**src/rtl/sm_decode_pkg.sv**
```systemverilog
// Shared definitions for the decode queue: instruction field positions,
// reserved opcode_na values and the packed bundle of decoded fields.
package sm_decode_pkg;

  // Number of low instruction bits that carry decodable fields.
  localparam int DEC_INST_W = 64;

  // Field bit positions inside the instruction word.
  localparam int OPC_NA_LSB = 0;
  localparam int OPC_NA_MSB = 3;
  localparam int MOD_LSB    = 4;
  localparam int MOD_MSB    = 9;
  localparam int PR_LSB     = 10;
  localparam int PR_MSB     = 13;
  localparam int RE0_LSB    = 14;
  localparam int RE0_MSB    = 19;
  localparam int RE1_LSB    = 20;
  localparam int RE1_MSB    = 25;
  localparam int IMMEB_LSB  = 26;
  localparam int IMMEB_MSB  = 35;
  localparam int IMMEA_LSB  = 36;
  localparam int IMMEA_MSB  = 57;
  localparam int OPC_NB_LSB = 58;
  localparam int OPC_NB_MSB = 63;

  // opcode_na encodings that no legal instruction uses.
  localparam logic [3:0] OPC_NA_RSVD_E = 4'hE;
  localparam logic [3:0] OPC_NA_RSVD_F = 4'hF;

  // Decoded view of one instruction word.
  typedef struct packed {
    logic [5:0]  opcode_nb;
    logic [21:0] immea;
    logic [9:0]  immeb;
    logic [5:0]  re1;
    logic [5:0]  re0;
    logic [3:0]  pr;
    logic [5:0]  mod;
    logic [3:0]  opcode_na;
  } dec_fields_t;

  // Slice an instruction word into its fields.
  function automatic dec_fields_t decode_fields(input logic [DEC_INST_W-1:0] inst);
    dec_fields_t f;
    f.opcode_na = inst[OPC_NA_MSB:OPC_NA_LSB];
    f.mod       = inst[MOD_MSB:MOD_LSB];
    f.pr        = inst[PR_MSB:PR_LSB];
    f.re0       = inst[RE0_MSB:RE0_LSB];
    f.re1       = inst[RE1_MSB:RE1_LSB];
    f.immeb     = inst[IMMEB_MSB:IMMEB_LSB];
    f.immea     = inst[IMMEA_MSB:IMMEA_LSB];
    f.opcode_nb = inst[OPC_NB_MSB:OPC_NB_LSB];
    return f;
  endfunction

  // True for an opcode_na value reserved for future use.
  function automatic logic is_reserved_opc_na(input logic [3:0] opc);
    return (opc == OPC_NA_RSVD_E) || (opc == OPC_NA_RSVD_F);
  endfunction

endpackage

```
**src/rtl/sm_inst_fifo.sv**
```systemverilog
// Circular FIFO holding instruction entries: storage, read/write pointers
// and occupancy count. Flush clears pointers and count; storage is cleared
// only by reset.
module sm_inst_fifo #(
  parameter int DEPTH  = 4,
  parameter int DATA_W = 68
) (
  input  logic                         clk,
  input  logic                         rst_n,
  input  logic                         valid_i,
  output logic                         ready_o,
  input  logic [DATA_W-1:0]            data_i,
  input  logic                         flush_i,
  output logic                         valid_o,
  input  logic                         ready_i,
  output logic [DATA_W-1:0]            data_o,
  output logic [$clog2(DEPTH+1)-1:0]   count_o
);

  localparam int PTR_W = $clog2(DEPTH);
  localparam int CNT_W = $clog2(DEPTH+1);

  logic [DATA_W-1:0] mem_q [DEPTH];
  logic [PTR_W-1:0]  wr_ptr_q, wr_ptr_d;
  logic [PTR_W-1:0]  rd_ptr_q, rd_ptr_d;
  logic [CNT_W-1:0]  count_q, count_d;
  logic              push, pop;

  // Advance a pointer, wrapping from DEPTH-1 back to 0.
  function automatic logic [PTR_W-1:0] ptr_inc(input logic [PTR_W-1:0] p);
    return (p == PTR_W'(DEPTH-1)) ? '0 : p + 1'b1;
  endfunction

  // Handshake: full-ness alone gates ready, so a pop never frees a slot early.
  assign ready_o = (count_q < CNT_W'(DEPTH));
  assign valid_o = (count_q != '0);
  assign push    = valid_i && ready_o;
  assign pop     = valid_o && ready_i;
  assign data_o  = mem_q[rd_ptr_q];
  assign count_o = count_q;

  // Next pointer and count values; flush overrides any push or pop.
  always_comb begin
    // NOTE: every output of this block gets a default first, so no path leaves it unassigned and no latch is inferred.
    wr_ptr_d = wr_ptr_q;
    rd_ptr_d = rd_ptr_q;
    count_d  = count_q;
    if (flush_i) begin
      wr_ptr_d = '0;
      rd_ptr_d = '0;
      count_d  = '0;
    end else begin
      if (push) wr_ptr_d = ptr_inc(wr_ptr_q);
      if (pop)  rd_ptr_d = ptr_inc(rd_ptr_q);
      unique case ({push, pop})
        2'b10:   count_d = count_q + 1'b1;
        2'b01:   count_d = count_q - 1'b1;
        default: count_d = count_q;
      endcase
    end
  end

  // Pointer and count registers.
  always_ff @(posedge clk or negedge rst_n) begin
    // NOTE: sequential state uses non-blocking assignments so every register samples pre-edge values.
    if (!rst_n) begin
      wr_ptr_q <= '0;
      rd_ptr_q <= '0;
      count_q  <= '0;
    end else begin
      wr_ptr_q <= wr_ptr_d;
      rd_ptr_q <= rd_ptr_d;
      count_q  <= count_d;
    end
  end

  // Entry storage; a write in a flush cycle is dropped.
  always_ff @(posedge clk or negedge rst_n) begin
    // NOTE: storage is reset on purpose so the head outputs read zero during and right after reset.
    if (!rst_n) begin
      for (int i = 0; i < DEPTH; i++) mem_q[i] <= '0;
    end else if (push && !flush_i) begin
      mem_q[wr_ptr_q] <= data_i;
    end
  end

endmodule

```
**src/rtl/sm_decode_queue.sv**
```systemverilog
// Instruction decode queue: buffers (instruction, warp id) pairs and decodes
// the fields of the head entry combinationally.
// Optional feature: define SM_DECODE_ILLEGAL_CHK_EN to flag reserved
// opcode_na values at the head on illegal_o; otherwise illegal_o is 0.
`ifndef DEPTH_WARP
`define DEPTH_WARP 4
`endif
`ifndef CODE_MEM_DATA_WIDTH
`define CODE_MEM_DATA_WIDTH 64
`endif

module sm_decode_queue
  import sm_decode_pkg::*;
#(
  parameter int DEPTH  = 4,
  parameter int WID_W  = `DEPTH_WARP,
  parameter int INST_W = `CODE_MEM_DATA_WIDTH
) (
  input  logic                        clk,
  input  logic                        rst_n,
  input  logic                        valid_i,
  output logic                        ready_o,
  input  logic [INST_W-1:0]           inst_i,
  input  logic [WID_W-1:0]            wid_i,
  input  logic                        flush_i,
  output logic                        valid_o,
  input  logic                        ready_i,
  output logic [INST_W-1:0]           inst_o,
  output logic [WID_W-1:0]            wid_o,
  output logic [3:0]                  opcode_na_o,
  output logic [5:0]                  mod_o,
  output logic [3:0]                  pr_o,
  output logic [5:0]                  re0_o,
  output logic [5:0]                  re1_o,
  output logic [9:0]                  immeb_o,
  output logic [21:0]                 immea_o,
  output logic [5:0]                  opcode_nb_o,
  output logic [$clog2(DEPTH+1)-1:0]  count_o,
  output logic                        illegal_o
);

  localparam int ENT_W = WID_W + INST_W;

  logic [ENT_W-1:0] head_ent;
  dec_fields_t      head_f;

  sm_inst_fifo #(
    .DEPTH  (DEPTH),
    .DATA_W (ENT_W)
  ) u_fifo (
    .clk     (clk),
    .rst_n   (rst_n),
    .valid_i (valid_i),
    .ready_o (ready_o),
    .data_i  ({wid_i, inst_i}),
    .flush_i (flush_i),
    .valid_o (valid_o),
    .ready_i (ready_i),
    .data_o  (head_ent),
    .count_o (count_o)
  );

  assign {wid_o, inst_o} = head_ent;

  // Field extraction from the head entry; stable while the head is held.
  assign head_f      = decode_fields(inst_o[DEC_INST_W-1:0]);
  assign opcode_na_o = head_f.opcode_na;
  assign mod_o       = head_f.mod;
  assign pr_o        = head_f.pr;
  assign re0_o       = head_f.re0;
  assign re1_o       = head_f.re1;
  assign immeb_o     = head_f.immeb;
  assign immea_o     = head_f.immea;
  assign opcode_nb_o = head_f.opcode_nb;

`ifdef SM_DECODE_ILLEGAL_CHK_EN
  assign illegal_o = valid_o && is_reserved_opc_na(head_f.opcode_na);
`else
  assign illegal_o = 1'b0;
`endif

endmodule
```
**config.mk**
```make
export PLATFORM = sky130hd
export DESIGN_NAME = sm_decode_queue
export DESIGN_NICKNAME = d
export VERILOG_FILES = /design/src/rtl/sm_decode_pkg.sv /design/src/rtl/sm_inst_fifo.sv /design/src/rtl/sm_decode_queue.sv
export SDC_FILE = /design/constraint.sdc
export NUM_CORES = 1
export LEC_CHECK = 0
export CELL_PAD_IN_SITES_DETAIL_PLACEMENT = 2
export CELL_PAD_IN_SITES_GLOBAL_PLACEMENT = 2
export CORE_MARGIN = 8
export CORE_UTILIZATION = 30
export CTS_BUF_LIST = sky130_fd_sc_hd__clkbuf_8
export DETAILED_ROUTE_END_ITERATION = 16
export PLACE_DENSITY = 0.75
export SYNTH_ARGS = -nofsm -noshare
export SYNTH_HDL_FRONTEND = slang
export SYNTH_SLANG_ARGS = --single-unit
```
**constraint.sdc**
```tcl
create_clock -name clk -period 2 [get_ports clk]
set_input_delay 0.3 -clock clk [delete_from_list [all_inputs] [get_ports clk]]
set_output_delay 0.3 -clock clk [all_outputs]
set_load 0.01 [all_outputs]
```
; Word level (Yosys, flattened, before mapping)
; Index checks and enable logic that the tools add are counted.
[totals]
ff_bits = 279
latchBits = 0
ramBits = 0
mem_bits_ro = 0
out_inout_bits = 138
elab_cells = 44
n_memories = 0
[op_classes]
n_addsub = 4
n_mul = 0
n_div = 0
n_lt_le_gt_ge = 4
eq_ne = 4
n_shift = 0
muxes = 14
n_bitwise = 2
n_reduce_logical = 9
[ops]
columns = op, n
row1 = bitwise mux 272 bit, 1
row2 = two-way mux 68 bit, 3
row3 = binary-select mux 68 bit (select 2 bit), 1
row4 = demux 68 bit (select 2 bit), 1
row5 = two-way mux 2 bit, 6
row6 = "== test 2 bit, second input constant", 3
row7 = "greater-or-equal comparator 3 bit, second input constant", 2
row8 = inverter 2 -> 3 bit, 2
row9 = case mux 3 bit (2 select lines), 1
row10 = nonzero test 3 bit, 2
row11 = "adder 2 x 1 -> 2 bit, second input constant", 2
row12 = logical AND 1 bit, 4
row13 = nonzero test 2 bit, 2
row14 = "adder 3 x 1 -> 3 bit, second input constant", 1
row15 = "< comparator 3 x 1 -> 1 bit, second input constant", 1
row16 = "< comparator 3 bit, second input constant", 1
row17 = two-way mux 3 bit, 1
row18 = "subtractor 3 x 1 -> 3 bit, second input constant", 1
row19 = "== test 2 x 1 -> 1 bit, second input constant", 1
row20 = logical NOT 1 bit, 1

; Logic depth before layout (Yosys ltp)
; Gate-level depths: netlist of run 1.
[depth]
word_depth = 6
ltp_mapped = 8

; By module
; Synthesis of run 1 repeated with hierarchy kept, for this count alone.
[hier_totals]
cells_unflattened = 784
area_unflattened_um2 = 13198.9
[by_module_without_submodules]
columns = mod, n_inst, cells_per_inst, area_each_um2, seq_area_each_um2
row1 = sm_inst_fifo, 1, 718, 12707.2, 6981.7
row2 = sm_decode_queue, 1, 66, 491.7, 0.0

; Worst setup path after synthesis of run 1
; Ideal clock, no wire load.
[synth_timing]
kind = reg-to-reg
startpoint = register u_fifo.count_q[0], in the netlist u_fifo.count_o[0]
endpoint = register u_fifo.count_q[2], in the netlist u_fifo.count_o[2]
setup_ns = 0.077
arrival_ns = 1.983
slack_ns = -0.061
stages_incl_launch_ff = 9
path_buffers = 0
period_less_slack_ns = 2.061
cell_sequence = dfrtp_1 or3_1 nand2_1 nor2_1 fa_1 nand2b_1 nor4_1 a21oi_1 a21oi_1
[synth_between]
elab_chain_cells = 5
[synth_rtl]
columns = item, line
row1 = "start, declared", sm_inst_fifo.sv:26  ; logic [CNT_W-1:0] count_q, count_d;
row2 = "start signal, assigned", sm_inst_fifo.sv:73  ; count_q <= count_d;
row3 = nonzero test 3 bit (*), sm_inst_fifo.sv:36  ; assign valid_o = (count_q != '0);
row4 = named net valid_o, sm_decode_queue.sv:26  ; output logic valid_o,
row5 = logical AND 1 bit (*), sm_inst_fifo.sv:38  ; assign pop = valid_o && ready_i;
row6 = == test 2 x 1 -> 1 bit / == test 2 bit (equally long branches), sm_inst_fifo.sv:55  ; unique case ({push, pop})
row7 = case mux 3 bit (2 select lines), sm_inst_fifo.sv:55
row8 = two-way mux 3 bit, sm_inst_fifo.sv:48  ; if (flush_i) begin
; Mark *: on every way through the listed nets, which the timed path passes. The rest lies on a longest branch.
; A chain may end at the register's enable or synchronous reset.

; Worst setup path in the final report of run 1
[layout_timing]
startpoint = register u_fifo.rd_ptr_q[0]
endpoint = output inst_o[6]
[layout_between]
elab_chain_cells = 4
[layout_rtl]
columns = item, line
row1 = "start, declared", sm_inst_fifo.sv:25  ; logic [PTR_W-1:0] rd_ptr_q, rd_ptr_d;
row2 = "start signal, assigned", sm_inst_fifo.sv:72  ; rd_ptr_q <= rd_ptr_d;
row3 = inverter 2 -> 3 bit (implied by the code), sm_inst_fifo.sv:39  ; assign data_o = mem_q[rd_ptr_q];
row4 = binary-select mux 68 bit (select 2 bit), sm_inst_fifo.sv:39
row5 = two-way mux 68 bit (implied by the code) (2 in series), sm_inst_fifo.sv:39
row6 = "end, declared", sm_decode_queue.sv:28  ; output logic [INST_W-1:0] inst_o,
; No other way between the ends. The select of a mux whose other input is x is not followed.

==> results of run 1 <==
[stage by stage]
stage / cells / util [%] / TNS, ns / hold slack, ns / worst slack, ns
6_report: 1639 / 40.4 / -59.07 / 0.191 / -0.494
5_1_grt: 1639 / 40.4 / -71.88 / 0.171 / -0.598
4_1_cts: 1626 / 39.3 / -67.05 / 0.157 / -0.637
3_5_place_dp: 1510 / 36.2 / -64.92 / 0.243 / -0.249
3_3_place_gp: 1510 / 36.2 / -42.39 / 0.251 / -0.176
2_1_floorplan: 786 / - / 0 / 0.00441 / 0.00940
[cell usage in the layout (no fill, tap or decap), types with 3 or more instances in the layout]
| cell | instances |
|---|---|
| ha_1 | 5 |
| buf_12 | 24 |
| buf_16 | 3 |
| inv_1 | 10 |
| dfrtp_1 | 275 |
| clkinv_2 | 11 |
| clkbuf_16 | 3 |
| a21oi_1 | 7 |
| buf_4 | 30 |
| mux2_2 | 192 |
| dlygate4sd2_1 | 4 |
| nand2_1 | 6 |
| and2_4 | 4 |
| mux2_4 | 80 |
| o21ai_0 | 4 |
| buf_6 | 140 |
| mux4_2 | 68 |
| clkbuf_8 | 71 |
| nor2_1 | 3 |
| clkdlybuf4s50_1 | 71 |
| buf_2 | 11 |
[repair_timing]
action	CTS	global route
hold buffers	1	0
setup buffers	18	13
resized for setup	625	77
endpoints found under the setup margin	138	197
pin swaps	2	6
hold endpoints to repair	161	0
cloned	4	3
[cells by family after synthesis]
group	after synthesis	share of synthesized area (%)
muxes	340	37.2
DFF	279	53.0
buffers and inverters	118	7.36
and+or+nand+nor	27	1.21
AOI/OAI and AO/OA	14	0.560
adders and majority gates	6	0.627
other	1	0.0285
xor gates and xnor gates	1	0.0665
[power by group through the flow]
stage | sequential, mW | combinational [mW] | clock, mW
after floorplan | 7.91 | 4.27 | 0
after global placement | 8.15 | 6.39 | 0
after detailed placement | 8.30 | 6.60 | 0
after CTS | 8.24 | 6.75 | 6.18
after global routing | 8.42 | 7.64 | 6.42
final | 8.24 | 7.15 | 5.93
[final timing paths]
check,cells after the start,startpoint,to
worst max-delay path,5,u_fifo.rd_ptr_q[0]$_DFFE_PN0P_,inst_o[6]
worst min-delay path,2,rst_n,u_fifo.mem_q[264]$_DFFE_PN0P_
worst max register to register,8,u_fifo.count_o[0]$_DFFE_PN0P_,u_fifo.count_o[2]$_DFFE_PN0P_
worst min register to register,1,u_fifo.mem_q[91]$_DFFE_PN0P_,u_fifo.mem_q[91]$_DFFE_PN0P_
max in group asynchronous,4,rst_n,u_fifo.mem_q[180]$_DFFE_PN0P_
min in group clk,2,inst_i[10],u_fifo.mem_q[10]$_DFFE_PN0P_
[final cells by class]
| cell class | instances | area, um^2 | area share, % |
|---|---|---|---|
| Timing Repair Buffer | 290 | 3290 | 18.9 |
| Tap cell | 585 | 732 | 4.20 |
| Inverter | 3 | 11.3 | 0.0646 |
| Clock buffer | 71 | 977 | 5.61 |
| Sequential cell | 279 | 6990 | 40.1 |
| Clock inverter | 22 | 158 | 0.905 |
| Multi-Input combinational cell | 389 | 5270 | 30.2 |
[metal layers]
layer | wire [um] | vias up | track usage (%)
li1 | - | 3259 | -
met1 | 16200 | 4123 | 18.6
met2 | 18600 | 199 | 24.4
met3 | 2040 | 72 | 3.54
met4 | 890 | 2 | 5.03
met5 | 13 | - | 0
[sequential cells by signal (all words and copies together) (netlist names)]
name	count
u_fifo.count_o	3
u_fifo.rd_ptr_q	2
u_fifo.wr_ptr_q	2
u_fifo.mem_q	272
==> summary.md, run 1 <==
| Metric | Value |
|---|---|
| Minimum clock period | roughly 2.5 ns |
| Largest net degree at the start of global routing | 45 |
| Dpl hpwl | around 24 mm |
| Yosys top cell area share | between 50 and 60% |
| Worst Path Arrival | between 2 and 2.5 ns |
| Crit path max-delay family | buffers and inverters |
| Primary FF master, synth | dfrtp_1 |
| Longest Clk Path Bufs | 3 |
| Crit path largest cell delay | slightly above 0.5 ns |
| Pleak | 7.62 nW |
| Synthesized Nets | just under 900 |
| Post-synth cell types | 31 |
| Vias per cell | between 4 and 5 |
| Layout cells sized above 1 | 62.4% |
| Commonest cells in the netlist | dfrtp_1 (279), mux2_2 (192), buf_4 (81) |
| Violated checks | negative setup slack |
| Final WL | roughly 38 mm |
| Post-route clock period utilization | 125% |
| Overflow after GRT | 0 |
| Worst setup margin | -0.494 ns |
| EDFF count, synth | 0 |
| Setup slack, reg-to-reg | 0.07 ns |
| Max-Cap Viols | 0 |
| Num rows | 76 |
| Clock-pin slew on the worst setup and hold paths | ~0.06 ns |
| CP endpoint kind | primary output |
| Final Max Tran Viols | 0 |
| Syn_area_per_cell | 16.8 um^2 |
| Final estimated routing congestion in global placement | around 0.68 |
| Clock Skew | 0.0254 ns |
| Overall power | roughly 21 mW |
| Peak supply drop | 0.000704 V |
| WL/cell | approximately 23 um |
| # fillers | 4198 |
| Comb power frac | between 30 and 40% |
| Top-count cell post-synth | dfrtp_1 |
| Sw Ratio | about 29% |
| Yosys top cell by area | dfrtp_1 |
| TritonCTS clock tree | yes |
| # port buffers | 209 |
| Post-synthesis cell area | between 10000 and 15000 um^2 |
| Die X-Extent | between 200 and 250 um |
| Antenna cells | 0 |
| Die height | between 200 and 250 um |
| Highest clock rate | between 400 and 500 MHz |
| Crit Path Category | reg2out |
| RSZ-0062 raised after global routing | true |
| Cell Int Power | 15.2 mW |
| Clk_lat worst skew | approximately 0.62 ns |
| First-pass GRT wire length | 57.8 mm |
| Warnings, synthesis | 0 |
| Placed cell area | about 16000 um^2 |
| CP Launch Type | register |
| CTS buffer count | 52 |
| Fin. Hold Viols | 0 |
| Leading post-synthesis cells by cell area | dfrtp_1 (53%), mux2_2 (16%), mux4_2 (12%) |
| Clk sinks | between 200 and 300 |
| Core Region | roughly 43000 um^2 |
| PwrDens | approximately 1200 nW/um^2 |
| Htree depth | 2 |
| Die area | 50900 um^2 |
| Sequential share of power | roughly 39% |
| Vias in the first global route | 9248 |
| Crit-path max FO | 6 |
| Mapped Cells | 786 |
| Hold Path Class | in2async |
| Psw | between 6 and 7 mW |
| Status | finished, violations left |
| Required @ worst endpoint | 1.70 ns |
| Ys async rst share | 100% |
| Critical-path cell list | buf_4, buf_12, clkbuf_16, mux4_2, buf_6 |
| Starting DRT DRC Count | between 200 and 300 |
| DR pass1 iterations | 4 |
| Global Route Usage Sum | roughly 15% |
| Sequential area share after synthesis | around 53% |
| Slowest cell on the critical path | dfrtp_4 |
| Root buffer cell | clkbuf_8 |
| Via count | around 7700 |
| Initial Util | roughly 31% |
| Area grow syn2layout | 32.3% |
| Final net count | approximately 1100 |
| Clock power frac | 27.8% |
| Design area | 17400 um^2 |
| Initial antenna violation count | 2 |
| Yosys reg bits | about 280 |
| Final ANT Viol Nets | 0 |
| # IOs | around 210 |
| DRC | 0 |
| Buf/Inv on CP | 4 |
| Setup Viol. Count Final | 132 |
Note: power is estimated with default switching activity, not from simulation.
==> run 2: changes to the inputs <==
--- a/config.mk
+++ b/config.mk
@@ -5,6 +5,7 @@
 export SDC_FILE = /design/constraint.sdc
 export NUM_CORES = 1
 export LEC_CHECK = 0
+export CAP_MARGIN = 20
 export CELL_PAD_IN_SITES_DETAIL_PLACEMENT = 2
 export CELL_PAD_IN_SITES_GLOBAL_PLACEMENT = 2
 export CORE_MARGIN = 8
==> results of run 2 <==
The final DEF is identical to that of run 1; final timing and power are the same.
